--- config.mk ---
export PLATFORM = sky130hd
export DESIGN_NAME = bsg_tick_alarm_flat
export DESIGN_NICKNAME = d
export VERILOG_FILES = /design/src/rtl/bsg_tick_alarm_pkg.sv /design/src/rtl/bsg_tick_alarm_if.sv /design/src/rtl/bsg_tick_alarm_ctr.sv /design/src/rtl/bsg_tick_alarm.sv /design/src/flat_wrapper.sv
export SDC_FILE = /design/constraint.sdc
export NUM_CORES = 1
export LEC_CHECK = 0
export CORE_MARGIN = 2
export CORE_UTILIZATION = 45
export DETAILED_ROUTE_END_ITERATION = 12
export PLACE_DENSITY = 0.73
export SETUP_SLACK_MARGIN = 0.4
export SYNTH_ARGS = -nofsm -noshare
export SYNTH_HDL_FRONTEND = slang
export SYNTH_SLANG_ARGS = --single-unit
--- constraint.sdc ---
create_clock -name clk_i -period 2.74 [get_ports clk_i]
set_clock_uncertainty 0.2 [all_clocks]
set_input_delay 0.548 -clock clk_i [delete_from_list [all_inputs] [get_ports clk_i]]
set_output_delay 0.548 -clock clk_i [all_outputs]
set_load 0.01 [all_outputs]
--- src/rtl/bsg_tick_alarm_pkg.sv ---
// Shared types and default sizes for the tick-driven alarm.
package bsg_tick_alarm_pkg;

    typedef enum logic [1:0] {
        e_idle  = 2'd0,
        e_armed = 2'd1,
        e_fire  = 2'd2
    } state_e;

    localparam int width_default_p      = 16;
    localparam int miss_width_default_p = 4;

endpackage

--- src/rtl/bsg_tick_alarm_if.sv ---
// Configuration and alarm valid/yumi handshake between consumer and alarm block.
interface bsg_tick_alarm_if #(parameter int width_p = 16);

    logic               cfg_v_i;
    logic [width_p-1:0] cfg_period_i;
    logic               cfg_periodic_i;
    logic               cfg_ready_o;
    logic               alarm_v_o;
    logic               alarm_yumi_i;

    modport master (
        output cfg_v_i, cfg_period_i, cfg_periodic_i, alarm_yumi_i,
        input  cfg_ready_o, alarm_v_o
    );

    modport slave (
        input  cfg_v_i, cfg_period_i, cfg_periodic_i, alarm_yumi_i,
        output cfg_ready_o, alarm_v_o
    );

endinterface

--- src/rtl/bsg_tick_alarm_ctr.sv ---
// Clear/increment tick counter with terminal compare against the latched period.
module bsg_tick_alarm_ctr
    import bsg_tick_alarm_pkg::*;
#(
    parameter int width_p = width_default_p
) (
    input  logic               clk_i,
    input  logic               reset_n_i,
    input  logic               clear_i,
    input  logic               en_i,
    input  logic [width_p-1:0] period_i,
    output logic [width_p-1:0] ticks_o,
    output logic               expire_o
);

    logic [width_p-1:0] ticks_r;

    // Terminal tick wraps the count instead of incrementing.
    assign expire_o = en_i & (ticks_r == (period_i - width_p'(1)));
    assign ticks_o  = ticks_r;

    always_ff @(posedge clk_i or negedge reset_n_i) begin
        if (!reset_n_i)    ticks_r <= '0;
        else if (clear_i)  ticks_r <= '0;
        else if (expire_o) ticks_r <= '0;
        else if (en_i)     ticks_r <= ticks_r + width_p'(1);
    end

endmodule

--- src/rtl/bsg_tick_alarm.sv ---
// Programmable tick alarm, one-shot or periodic, with valid/yumi alarm handshake.
// Define BSG_TICK_ALARM_MISS_COUNT_EN to add the saturating alarm_miss_o counter.
module bsg_tick_alarm
    import bsg_tick_alarm_pkg::*;
#(
    parameter int width_p      = width_default_p,
    parameter int miss_width_p = miss_width_default_p
) (
    input  logic                    clk_i,
    input  logic                    reset_n_i,
    input  logic                    tick_i,
    input  logic                    stop_i,
    bsg_tick_alarm_if.slave         bus,
    output logic                    busy_o,
`ifdef BSG_TICK_ALARM_MISS_COUNT_EN
    output logic [miss_width_p-1:0] alarm_miss_o,
`endif
    output logic [width_p-1:0]      ticks_o
);

    state_e             state_r, state_n;
    logic [width_p-1:0] period_r;
    logic               periodic_r;
    logic               alarm_v_r;
    logic               load, ctr_clear, ctr_en, expire, miss_inc;

    bsg_tick_alarm_ctr #(.width_p(width_p)) ctr (
        .clk_i    (clk_i),
        .reset_n_i(reset_n_i),
        .clear_i  (ctr_clear),
        .en_i     (ctr_en),
        .period_i (period_r),
        .ticks_o  (ticks_o),
        .expire_o (expire)
    );

    always_comb begin
        state_n   = state_r;
        load      = 1'b0;
        ctr_clear = 1'b0;
        ctr_en    = 1'b0;
        miss_inc  = 1'b0;
        if (stop_i) begin
            state_n   = e_idle;
            ctr_clear = 1'b1;
        end else begin
            case (state_r)
                e_idle: begin
                    // A zero period is consumed but never arms.
                    if (bus.cfg_v_i && (bus.cfg_period_i != '0)) begin
                        load      = 1'b1;
                        ctr_clear = 1'b1;
                        state_n   = e_armed;
                    end
                end
                e_armed: begin
                    ctr_en = tick_i;
                    if (expire) state_n = e_fire;
                end
                e_fire: begin
                    ctr_en = tick_i & periodic_r;
                    if (bus.alarm_yumi_i)
                        state_n = expire ? e_fire : (periodic_r ? e_armed : e_idle);
                    else if (expire)
                        miss_inc = 1'b1;
                end
                default: state_n = e_idle;
            endcase
        end
    end

    always_ff @(posedge clk_i or negedge reset_n_i) begin
        if (!reset_n_i) begin
            state_r    <= e_idle;
            period_r   <= '0;
            periodic_r <= 1'b0;
            alarm_v_r  <= 1'b0;
        end else begin
            state_r   <= state_n;
            alarm_v_r <= (state_n == e_fire);
            if (load) begin
                period_r   <= bus.cfg_period_i;
                periodic_r <= bus.cfg_periodic_i;
            end
        end
    end

`ifdef BSG_TICK_ALARM_MISS_COUNT_EN
    logic [miss_width_p-1:0] miss_r;

    // Survives stop so software can still read it; only a fresh arm clears it.
    always_ff @(posedge clk_i or negedge reset_n_i) begin
        if (!reset_n_i)                    miss_r <= '0;
        else if (load)                     miss_r <= '0;
        else if (miss_inc && (miss_r != '1)) miss_r <= miss_r + miss_width_p'(1);
    end

    assign alarm_miss_o = miss_r;
`endif

    assign bus.alarm_v_o   = alarm_v_r;
    assign bus.cfg_ready_o = (state_r == e_idle);
    assign busy_o          = (state_r != e_idle);

endmodule

--- src/flat_wrapper.sv ---
// flat-port wrapper written by rule: the top's interface ports become plain ports
module bsg_tick_alarm_flat import bsg_tick_alarm_pkg::*;
#(
    parameter int width_p      = width_default_p,
    parameter int miss_width_p = miss_width_default_p
)
  (clk_i, reset_n_i, tick_i, stop_i, busy_o, ticks_o, bus_cfg_v_i, bus_cfg_period_i, bus_cfg_periodic_i, bus_alarm_yumi_i, bus_cfg_ready_o, bus_alarm_v_o);
  bsg_tick_alarm_if #(.width_p(width_p)) bus_i ();
  input  logic clk_i;
  input  logic reset_n_i;
  input  logic tick_i;
  input  logic stop_i;
  output logic busy_o;
  output logic [width_p-1:0] ticks_o;
  input wire logic [$bits(bus_i.cfg_v_i)-1:0] bus_cfg_v_i;
  input wire logic [$bits(bus_i.cfg_period_i)-1:0] bus_cfg_period_i;
  input wire logic [$bits(bus_i.cfg_periodic_i)-1:0] bus_cfg_periodic_i;
  input wire logic [$bits(bus_i.alarm_yumi_i)-1:0] bus_alarm_yumi_i;
  output wire logic [$bits(bus_i.cfg_ready_o)-1:0] bus_cfg_ready_o;
  output wire logic [$bits(bus_i.alarm_v_o)-1:0] bus_alarm_v_o;
  assign bus_i.cfg_v_i = bus_cfg_v_i;
  assign bus_i.cfg_period_i = bus_cfg_period_i;
  assign bus_i.cfg_periodic_i = bus_cfg_periodic_i;
  assign bus_i.alarm_yumi_i = bus_alarm_yumi_i;
  assign bus_cfg_ready_o = bus_i.cfg_ready_o;
  assign bus_alarm_v_o = bus_i.alarm_v_o;
  bsg_tick_alarm #(.width_p(width_p), .miss_width_p(miss_width_p)) u_core (.clk_i(clk_i), .reset_n_i(reset_n_i), .tick_i(tick_i), .stop_i(stop_i), .bus(bus_i), .busy_o(busy_o), .ticks_o(ticks_o));
endmodule
==> impl_metrics.ini, run 1 <==
[outcome]
outcome = finished, final reports clean

[die]
initial_core_util_pct = 46.4
io_pins = 42
core-area_sq_um = 5110
die_x_um = 76.6
die_h_um = 76.6
fp.dieArea_sq_um = 5860
rows = 26

[detailed_routing]
first_pass_iters = 4
ant_nets = 0
drc = 0
first_iter_violations = 103
vias = 2150
wire_per_inst_um = 15.8
wl_um = 6150
vias_per_cell = 5.53

[clocking]
clk_latency_ns = 0.29
h-tree-depth = 2
postCtsHoldBufs = 0
cts-root-buf = clkbuf_8
clockBufferDepth = 2
cts.sinks = 36
cts.clk_slew.worst_paths_ns = 0.07
cts_tree = yes
cts_buffers = 5

[flow_run]
maxCapViolations = 0

[global_route]
grt_pass1_wl_um = 10400
busiest_layer = met2
grt_max_degree = 37
use_met2_pct = 36.5
overflow = 0
met1_usage_pct = 30.6
grt_use_total_pct = 22.4
antenna_found_initial = 0
grt_pass1_vias = 2084
met3_usage_pct = 4.62

[timing]
worstMarginPinSlew_ns = 0.475
fmax_mhz = 386
hold_viol = 0
slew_viol_final = 0
fin_tns_setup_ns = 0
finalSetupViolations = 0
period_share_pct = 94.5
fin_ws_ns = 0.152
rsz0062_at_grt = yes
max_slew_margin_pct = 68.4
period_needed_ns = 2.59

[placed_design]
hpwlAfterDp_um = 4300
place_congestion = 0.826
dp_slack_ns = -0.197
port_buffers = 41

[synth]
synth_nets = 271
synth_area_sq_um = 2370
ys_ff_latch = 36
yosysWarnings = 0
synth_cell_types = 48
syn_inst = 242
synth_edf_count = 0
async_flop_share_pct = 100
ys_seq_area_share_pct = 38.0
synth_area_per_cell_sq_um = 9.79
synth_ff_type = dfrtp_1

[power_and_ir_drop]
internal_power_mw = 1.29
p_leak_nw = 1.35
power_frac_comb_pct = 42.5
power_frac_seq_pct = 37.8
power.clock.fraction_pct = 19.7
switchingPower_mw = 0.713
power_density_nw_per_um2 = 585
peakVddDrop_v = 0.000401
p_sw_share_pct = 35.7

[setup_path]
crit_required_ns = 2.72
critical_path.max_fanout = 9
crit_path_start_kind = flop
arrival_ns = 2.57
critPathKind = flop to flop
end_kind = flop

[layout]
nets = 347
n_antenna_cell = 0
drive_above_1_share_pct = 32.3
syn_to_final_growth_pct = 44.2
n_fill_cell = 426
multiInputGateArea_sq_um = 1540
layout_commonest_cell = clkdlybuf4s50_1
ff_latch_area_sq_um = 903
final_cell_mix = clkdlybuf4s50_1 (40), dfrtp_1 (34), buf_4 (32)

[hold_path]
min_path_type = flop to flop
## power by group through the flow
stage,Sequential [mW],Clock [mW],Combinational [mW]
2_1_floorplan,0.748,0,0.517
3_3_place_gp,0.766,0,0.733
3_5_place_dp,0.770,0,0.742
4_1_cts,0.753,0.399,0.824
5_1_grt,0.772,0.422,0.928
6_report,0.756,0.394,0.849
## repair_timing
action                                 4_1_cts  5_1_grt
setup buffers                                9        1
pin swaps                                   17        5
setup endpoints to repair                   38       38
cloned                                       3        0
endpoints found under the hold margin        0        0
resized for setup                           27        8
## worst max-delay path, stage by stage (launching register included)
cell	delay, ns
dfrtp_1	0.42
nor4_1	0.26
buf_4	0.18
buf_4	0.15
nand4_1	0.08
o21ai_0	0.25
o311ai_2	0.18
a2111oi_4	0.31
buf_4	0.20
buf_6	0.10
buf_6	0.11
nor3_1	0.05
## per-layer routing
metal / share of wire [%] / routed length (um) / up-vias
met4: 0.96 / 59 / 0
met1: 46 / 2830 / 1050
met5: 0 / 0 / -
met3: 5.5 / 336 / 7
li1: - / - / 1032
met2: 48 / 2930 / 61
## state kept, by name, summed over array words and instances, names as in the netlist
name,cells
u_core.ctr.ticks_o,16
u_core.period_r,16
u_core.bus.alarm_v_o,1
u_core.periodic_r,1
u_core.state_r,2
## metrics by stage
step           hold slack, ns  instance area (sq um)  power [mW]  cells  util (%)
6_report                0.358                   3420        2.00    389      66.9
5_1_grt                 0.406                   3420        2.12    389      66.9
4_1_cts                 0.367                   3370        1.98    388      65.9
3_5_place_dp            0.343                   3020        1.51    368      59.2
3_3_place_gp            0.338                   3020        1.50    368      59.2
2_1_floorplan          0.0524                   2380        1.26    242         -
## Yosys cell counts (all sizes together), types with 4 or more instances
cell	count	area share [%]
nor4	9	3.0
nor2	11	1.7
mux2	17	8.1
xor2	19	7.0
nand3	9	1.9
o21ai	4	1.0
a21oi	5	1.1
dfrtp	36	38
inv	7	1.1
buf	5	1.6
nand4	9	2.4
xnor2	15	5.5
nor3	24	5.1
clkbuf	5	1.2
ha	6	3.2
and3	4	1.1
nand2	22	3.5
## logic make-up after synthesis
group,share of synthesized area (%)
and+or+nand+nor,23.4
buffers and inverters,3.91
muxes,8.50
DFF,38.0
xor gates and xnor gates,12.6
adders and majority gates,3.17
AOI/OAI and AO/OA,10.4
## final cells by class
class | instances | share of cell area (%)
Timing Repair Buffer | 79 | 22.4
Inverter | 7 | 0.769
Sequential cell | 36 | 26.4
Clock buffer | 8 | 2.64
Tap cell | 70 | 2.56
Multi-Input combinational cell | 189 | 45.2
## path summary, 6_finish.rpt
kind                                                 start                                 to  slack, ns  cells after the start
hold reg to reg            u_core.period_r[15]$_DFFE_PN0P_    u_core.period_r[15]$_DFFE_PN0P_       0.36                      1
setup reg to reg            u_core.period_r[4]$_DFFE_PN0P_  u_core.ctr.ticks_o[8]$_DFFE_PN0P_       0.15                     11
setup / recovery            u_core.period_r[4]$_DFFE_PN0P_  u_core.ctr.ticks_o[8]$_DFFE_PN0P_       0.15                     11
hold / removal             u_core.period_r[15]$_DFFE_PN0P_    u_core.period_r[15]$_DFFE_PN0P_       0.36                      1
min in group asynchronous                        reset_n_i        u_core.state_r[1]$_DFF_PN0_       0.48                      2
max in group asynchronous                        reset_n_i     u_core.period_r[0]$_DFFE_PN0P_       1.50                      2
(Power assumes the default switching activity.)
==> inputs of run 2 (changes only) <==
--- a/config.mk
+++ b/config.mk
@@ -10,6 +10,7 @@
 export DETAILED_ROUTE_END_ITERATION = 12
 export PLACE_DENSITY = 0.73
 export SETUP_SLACK_MARGIN = 0.4
+export SLEW_MARGIN = 0
 export SYNTH_ARGS = -nofsm -noshare
 export SYNTH_HDL_FRONTEND = slang
 export SYNTH_SLANG_ARGS = --single-unit
==> results of run 2 <==
Same layout as run 1: the final DEF is identical, and so are final timing and power.
